[src/rtl/imm_extend_pipe.sv]
// imm_extend_pipe
//   Handshaked immediate-extension stage between instruction decode and the
//   operand mux. It widens an IN_W-bit immediate to OUT_W bits using one of
//   four per-transaction modes. A main register (M) drives the outputs, and a
//   skid register (S) absorbs one extra result, so decode back-pressure never
//   drops an immediate.
//
// Ports
//   clk        clock, all state changes on the rising edge
//   rst        synchronous active-high reset
//   in_valid   input transaction present
//   in_ready   stage can accept (registered, equals !S.valid outside reset)
//   in_data    raw IN_W-bit immediate
//   in_mode    00 zero-ext, 01 sign-ext MSB, 10 sign-ext from in_sbit,
//              11 sign-ext MSB then shift left by one
//   in_sbit    sign-bit index for mode 10 (clamped to IN_W-1)
//   out_valid  out_data holds a result
//   out_ready  consumer accepts
//   out_data   extended immediate
//   out_mode   mode of the transaction currently on out_data
//
// Occupancy
//   state | meaning
//   EMPTY | M empty, S empty
//   ONE   | M holds a result, S empty
//   FULL  | M and S both hold results, in_ready low
module imm_extend_pipe #(
  parameter int IN_W  = 10,
  parameter int OUT_W = 16,
  parameter int SB_W  = $clog2(IN_W)
) (
  input  logic             clk,
  input  logic             rst,
  input  logic             in_valid,
  output logic             in_ready,
  input  logic [IN_W-1:0]  in_data,
  input  logic [1:0]       in_mode,
  input  logic [SB_W-1:0]  in_sbit,
  output logic             out_valid,
  input  logic             out_ready,
  output logic [OUT_W-1:0] out_data,
  output logic [1:0]       out_mode
);

  logic [OUT_W-1:0] ext;
  logic [OUT_W-1:0] sext_msb;
  logic [SB_W-1:0]  sel;

  logic             s_valid;
  logic [OUT_W-1:0] s_data;
  logic [1:0]       s_mode;

  logic accept;
  logic consume;

  assign sext_msb = {{(OUT_W-IN_W){in_data[IN_W-1]}}, in_data};

  // Clamp the runtime sign-bit index so an out-of-range index behaves as the MSB.
  always_comb begin
    sel = in_sbit;
    if (int'(in_sbit) > IN_W-1) sel = SB_W'(IN_W-1);
  end

  always_comb begin
    ext = '0;
    case (in_mode)
      2'b00: ext = {{(OUT_W-IN_W){1'b0}}, in_data};
      2'b01: ext = sext_msb;
      2'b10: begin
        for (int i = 0; i < OUT_W; i++) begin
          if (i <= int'(sel)) ext[i] = in_data[i];
          else                ext[i] = in_data[sel];
        end
      end
      default: ext = {sext_msb[OUT_W-2:0], 1'b0};
    endcase
  end

  assign accept  = in_valid && in_ready;
  assign consume = out_valid && out_ready;

  always_ff @(posedge clk) begin
    if (rst) begin
      out_valid <= 1'b0;
      out_data  <= '0;
      out_mode  <= '0;
      s_valid   <= 1'b0;
      s_data    <= '0;
      s_mode    <= '0;
      in_ready  <= 1'b0;
    end else begin
      if (consume && s_valid) begin
        // FULL -> ONE: the skid entry moves up. in_ready was low, so no accept.
        out_data <= s_data;
        out_mode <= s_mode;
        s_valid  <= 1'b0;
        in_ready <= 1'b1;
      end else if (accept && (!out_valid || consume)) begin
        out_valid <= 1'b1;
        out_data  <= ext;
        out_mode  <= in_mode;
        in_ready  <= 1'b1;
      end else if (accept) begin
        // M is held by back-pressure, so the new result goes into the skid slot.
        s_valid  <= 1'b1;
        s_data   <= ext;
        s_mode   <= in_mode;
        in_ready <= 1'b0;
      end else begin
        if (consume) out_valid <= 1'b0;
        in_ready <= !s_valid;
      end
    end
  end

endmodule

[config.mk]
export PLATFORM = sky130hd
export DESIGN_NAME = imm_extend_pipe
export DESIGN_NICKNAME = d
export VERILOG_FILES = /design/src/rtl/imm_extend_pipe.sv
export SDC_FILE = /design/constraint.sdc
export NUM_CORES = 1
export LEC_CHECK = 0
export CORE_ASPECT_RATIO = 0.9
export CORE_UTILIZATION = 45
export CTS_CLUSTER_DIAMETER = 150
export DETAILED_ROUTE_END_ITERATION = 7
export PLACE_DENSITY = 0.75
export REMOVE_ABC_BUFFERS = 1
export SKIP_LAST_GASP = 1
export SYNTH_ARGS = -nofsm -noshare
export SYNTH_HDL_FRONTEND = slang
export SYNTH_SLANG_ARGS = --single-unit
[constraint.sdc]
create_clock -name clk -period 2.2 [get_ports clk]
set_clock_uncertainty 0.1 [all_clocks]
set_input_delay 0.55 -clock clk [delete_from_list [all_inputs] [get_ports clk]]
set_output_delay 0.55 -clock clk [all_outputs]
set_load 0.01 [all_outputs]
======== Yosys cells after proc, flatten, opt, wreduce, memory -nomap -nowiden ========
Cells that the tools add are included.
storage, ports and cells
  register bits ........................... 39
  bits in latches ......................... 0
  memory bits (writable) .................. 0
  ROM bits ................................ 0
  input bits .............................. 20
  output and inout bits ................... 20
  logic and storage cells ................. 72
  memories ................................ 0
operators by class
  add/subtract/negate cells ............... 0
  multipliers ............................. 0
  divide/modulo/power cells ............... 0
  order comparisons ....................... 17
  equal/unequal tests ..................... 3
  shifts and indexed selects .............. 0
  muxes and demuxes ....................... 29
  bitwise operators ....................... 2
  reductions and logical operators ........ 14
operator list
  operator                                                       count
  case mux 16 bit (3 select lines)                               1
  less-or-equal comparator 4 bit, first input constant           8
  two-way mux 16 bit                                             2
  two-way mux 1 bit                                              22
  less-or-equal comparator 3 x 4 -> 1 bit, first input constant  4
  less-or-equal comparator 2 x 4 -> 1 bit, first input constant  2
  AND reduction 3 bit                                            2
  less-than comparator 4 x 5 -> 1 bit, second input constant     1
  binary-select mux 1 bit (select 4 bit)                         1
  > comparator 4 bit, second input constant                      1
  less-or-equal comparator 1 x 4 -> 1 bit, first input constant  1
  logical AND 1 bit                                              4
  two-way mux 2 bit                                              2
  two-way mux 4 bit                                              1
  nonzero test 2 bit                                             2
  equality test 2 x 1 -> 1 bit, second input constant            1
  equality test 2 bit, second input constant                     1
  logical NOT 1 bit                                              2
  logical NOT 2 bit                                              1
  != test 2 x 1 -> 1 bit, second input constant                  1
  NOT 1 bit                                                      2
  AND reduction 2 bit                                            1
  OR reduction 2 bit                                             1
  logical OR 1 bit                                               1

======== Logic depth before layout (Yosys ltp) ========
  depth after elaboration ................. 8
  depth in mapped cells ................... 7
  depth with buffers taken out ............ 5

======== Worst setup path after synthesis ========
No wires, ideal clock.
  path type ............................... in2reg
  start ................................... input in_sbit[1]
  end ..................................... register out_data[2]
  library setup time ...................... 0.117 ns
  arrival ................................. 2.003 ns
  data required time ...................... 1.983 ns
  slack ................................... -0.021 ns
  stages .................................. 7
  path buffers ............................ 2
  cells stage by stage .................... buf_2 mux2_2 and3_1 a211oi_2 buf_6 nand3_1 a32o_1
between the ends
  word-level cells in the longest chain between the ends .. 8
  elaborated cells on any way between the ends .. 9
  those cells by class .................... order compare (2); mux (7)
ends and longest elaborated chain
  what                                     RTL line  text
  start: declaration                       38        input logic [SB_W-1:0] in_sbit,
  > comparator 4 bit                       61        if (int'(in_sbit) > IN_W-1) sel = SB_W'(IN_W-1);
  two-way mux 4 bit *                      61
  binary-select mux 1 bit (select 4 bit)   72        else ext[i] = in_data[sel];
  two-way mux 1 bit (not written as such)  72
  two-way mux 1 bit *                      71        if (i <= int'(sel)) ext[i] = in_data[i];
  case mux 16 bit (3 select lines) *       66        case (in_mode)
  two-way mux 16 bit *                     98        end else if (accept && (!out_valid || consume)) begin
  two-way mux 16 bit *                     92        if (consume && s_valid) begin
  end signal: assignment                   94        out_data <= s_data;
  end signal: assignment                   100       out_data <= ext;
  end: declaration                         41        output logic [OUT_W-1:0] out_data,
Mark *: on every way between the ends. The rest lies on a longest branch, timed or not. The select of a mux whose other input is x is not followed.
A chain may end at the register's enable or synchronous reset.

======== Worst setup path after layout ========
  start ................................... input in_data[1]
  end ..................................... register out_data[2]
between the ends
  word-level cells in the longest chain between the ends .. 6
ends and longest elaborated chain
  what                                     RTL line  text
  start: declaration                       36        input logic [IN_W-1:0] in_data,
  binary-select mux 1 bit (select 4 bit)   72
  two-way mux 1 bit (not written as such)  72
  two-way mux 1 bit                        71
  case mux 16 bit (3 select lines) *       66
  two-way mux 16 bit *                     98
  two-way mux 16 bit *                     92
Marked as above.

==> summary.md <==
| Metric | Value |
|---|---|
| Crit path time final | 2190 ps |
| Final slew viol count | 0 |
| Most common cell after layout, fill and taps aside | buf_4 |
| Setup violators final | 0 |
| Worst path bufs/invs | 2 |
| Total grt overflow | 0 |
| Residual DRC | 0 |
| Fin. Hold Viols | 0 |
| Port buffer count | 39 |
| Cell internal pwr | 1.008 mW |
| Crit-path slowest cell | clkdlybuf4s50_1 |
| IO Pins | 40 |
| CTS buffer count | 5 |
| # Max-Cap Violations | 0 |
| Routed wl met2 | 2608 um |
| Clock-pin slew on the worst setup and hold paths | 70 ps |
| Gr usage total | 0.2842 |
| Combinational power share | 0.254 |
| GP Congestion | 0.9203 |
| Root Driver | clkbuf_8 |
| Initial antenna violation count | 0 |
| Drt pass-1 iters | 5 |
| Area Overhead vs Synth | 49.76% |
| Syn avg cell area | 7.629 um^2 |
| Wire per inst | 15.90 um |
| Routed Wire Length | 5661 um |
| Ys flop type | dfxtp_1 |
| First-pass GRT wire length | 8714 um |
| Fin util | 0.7126 |
| Initial DRC count | 147 |
| Core area | 3784 um^2 |
| Place WS | -456.5 ps |
| Sw Share | 0.2774 |
| Yosys warning count | 0 |
| Setup ws final | 10.42 ps |
| Synthesized flop and latch total | 29 |
| Critical Path RT | 2270 ps |
| Finished Layout Cells | 356 |
| Nets | 329 |
| Largest net degree at the start of global routing | 20 |
| Via Count | 2129 |
| PD cells | 517.2 nW/um^2 |
| Yosys cell types | 52 |
| Clock power frac | 0.347 |
| Status | finished, final reports clean |
| Psw | 0.3869 mW |
| Top Layer Used | met4 |
| Die area | 4259 um^2 |
| Slowest Stage Delay on Critical Path | 470 ps |
| Placed insts | 348 |
| CP Max Fanout | 13 |
| Crit path cell chain | clkdlybuf4s50_1 > mux2_2 > and3_1 > a211oi_2 > buf_6 > nand3_1 > a32o_1 |
| Num Clock Sinks | 29 |
| Initial Util | 0.4759 |
| Commonest non-fill, non-tap cells in the layout | 49 x buf_4, 33 x clkdlybuf4s50_1, 29 x dfxtp_1 |
| Reg power frac | 0.399 |
| CP startpoint kind | primary input |
| WL met3 | 361 um |
| Syn Inst Count | 236 |
| Worst-margin pin slew | 443.4 ps |
| Top delay family on crit path | buffers and inverters |
| Crit path DAT | 2260 ps |
| Worst slew margin | 0.7013 |
| Worst-Skew Late Latency | 280 ps |
| Sequential-to-total area share from yosys stat | 0.3224 |
| Post-route ant nets | 0 |
| M1 wire length | 2561 um |
| FMAX | 0.4567 GHz |
| Setup crit end kind | flip-flop |
| RSZ-0062 raised after global routing | true |
| Die width | 68.68 um |
| Period utilization | 0.9953 |
| Longest Clk Path Bufs | 2 |
| Static leakage | 1.105 nW |
| Die Height | 62.01 um |
| Vias in the first global route | 1831 |
| CTS tree | done |
| H-Tree Depth | 2 |
| Via-per-instance ratio | 5.980 |
| Layout cell share with drive strength beyond 1 | 0.2581 |
| Setup TNS Final | 0 ps |
| Asr flop ratio synth | 0 |
| Final hold slack | 356.3 ps |
| # diodes | 0 |
| Row count | 21 |
| Post-synth EDFFs | 0 |
| Worst hold path class | reg2reg |
| Synthesized cell area | 1800 um^2 |
| CP Class | in2reg |
| Maximum VDD drop | 0.4727 mV |
| Detail Placement HPWL | 4170 um |
-- cell families (layout without fill, tap and decap cells) --
logic type,Yosys count,in the layout,synth area share
AOI/OAI and AO/OA,85,85,0.3377
buffers and inverters,33,107,0.08408
and+or+nand+nor,85,85,0.2328
DFF,29,29,0.3224
muxes,4,4,0.02293
-- path summary, 6_finish.rpt --
| path | start | slack [ps] | depth (start not counted) | end |
|---|---|---|---|---|
| setup / recovery | in_data[1] | 10 | 7 | out_data[2] |
| hold / removal | s_mode[1] | 360 | 2 | s_mode[1] |
| hold reg to reg | s_mode[1] | 360 | 2 | s_mode[1] |
| setup reg to reg | out_valid | 620 | 4 | s_data[8] |
-- metal layers --
metal | vias up | track usage
li1 | 1025 | -
met1 | 995 | 0.3768
met2 | 95 | 0.4622
met3 | 14 | 0.05474
met4 | 0 | 0.09821
met5 | - | 0
-- synth_stat cells, types with 5 or more instances --
master | instances | area [um^2]
nor3_1 | 6 | 30.03
nand2_1 | 25 | 93.84
a22oi_1 | 6 | 45.04
a31oi_1 | 5 | 31.28
o22ai_1 | 6 | 37.54
o21ai_0 | 18 | 90.09
clkbuf_1 | 16 | 60.06
nor2_1 | 18 | 67.56
dfxtp_1 | 29 | 580.6
buf_4 | 5 | 37.54
a21oi_1 | 16 | 80.08
inv_1 | 8 | 30.03
nand3_1 | 10 | 50.05
-- registers in the layout (all words and copies together) (netlist names) --
register and flops:
s_mode 2, out_valid 1, out_data 11, out_mode 2
s_data 11, in_ready 1, s_valid 1
-- tightest hold or removal path, stage by stage, from the launching register on --
cell and delay (ps):
dfxtp_1 310, nand2_1 50, a21oi_1 50
-- power groups by stage --
stage	clock [mW]	sequential, mW	combinational (mW)
2_1_floorplan	0	0.576	0.121
3_3_place_gp	0	0.568	0.331
3_5_place_dp	0	0.568	0.335
4_1_cts	0.486	0.557	0.339
5_1_grt	0.509	0.559	0.381
6_report	0.484	0.557	0.355
-- final cells by class --
class,instances,area (um^2)
clock inverters,1,5.005
repair buffers,90,784.5
inverters,9,33.78
clock buffers,7,96.34
well taps,46,57.56
fillers,326,1087
flip-flops and latches,29,580.6
multi-input cells,174,1139
-- metrics by stage --
| stage | power, mW | instance area (um^2) |
|---|---|---|
| finish | 1.395 | 2696 |
| CTS | 1.382 | 2641 |
| floorplan | 0.6971 | 1683 |
| global placement | 0.8982 | 2514 |
| detailed placement | 0.9032 | 2514 |
| global route | 1.450 | 2696 |
-- what timing repair did --
item | CTS | global route
gates resized for setup | 8 | 14
endpoints found under the setup margin | 16 | 16
setup buffers | 0 | 0
pin swaps | 3 | 4
hold buffers | 0 | 0
No activity file was read; power rests on OpenSTA's default activity.
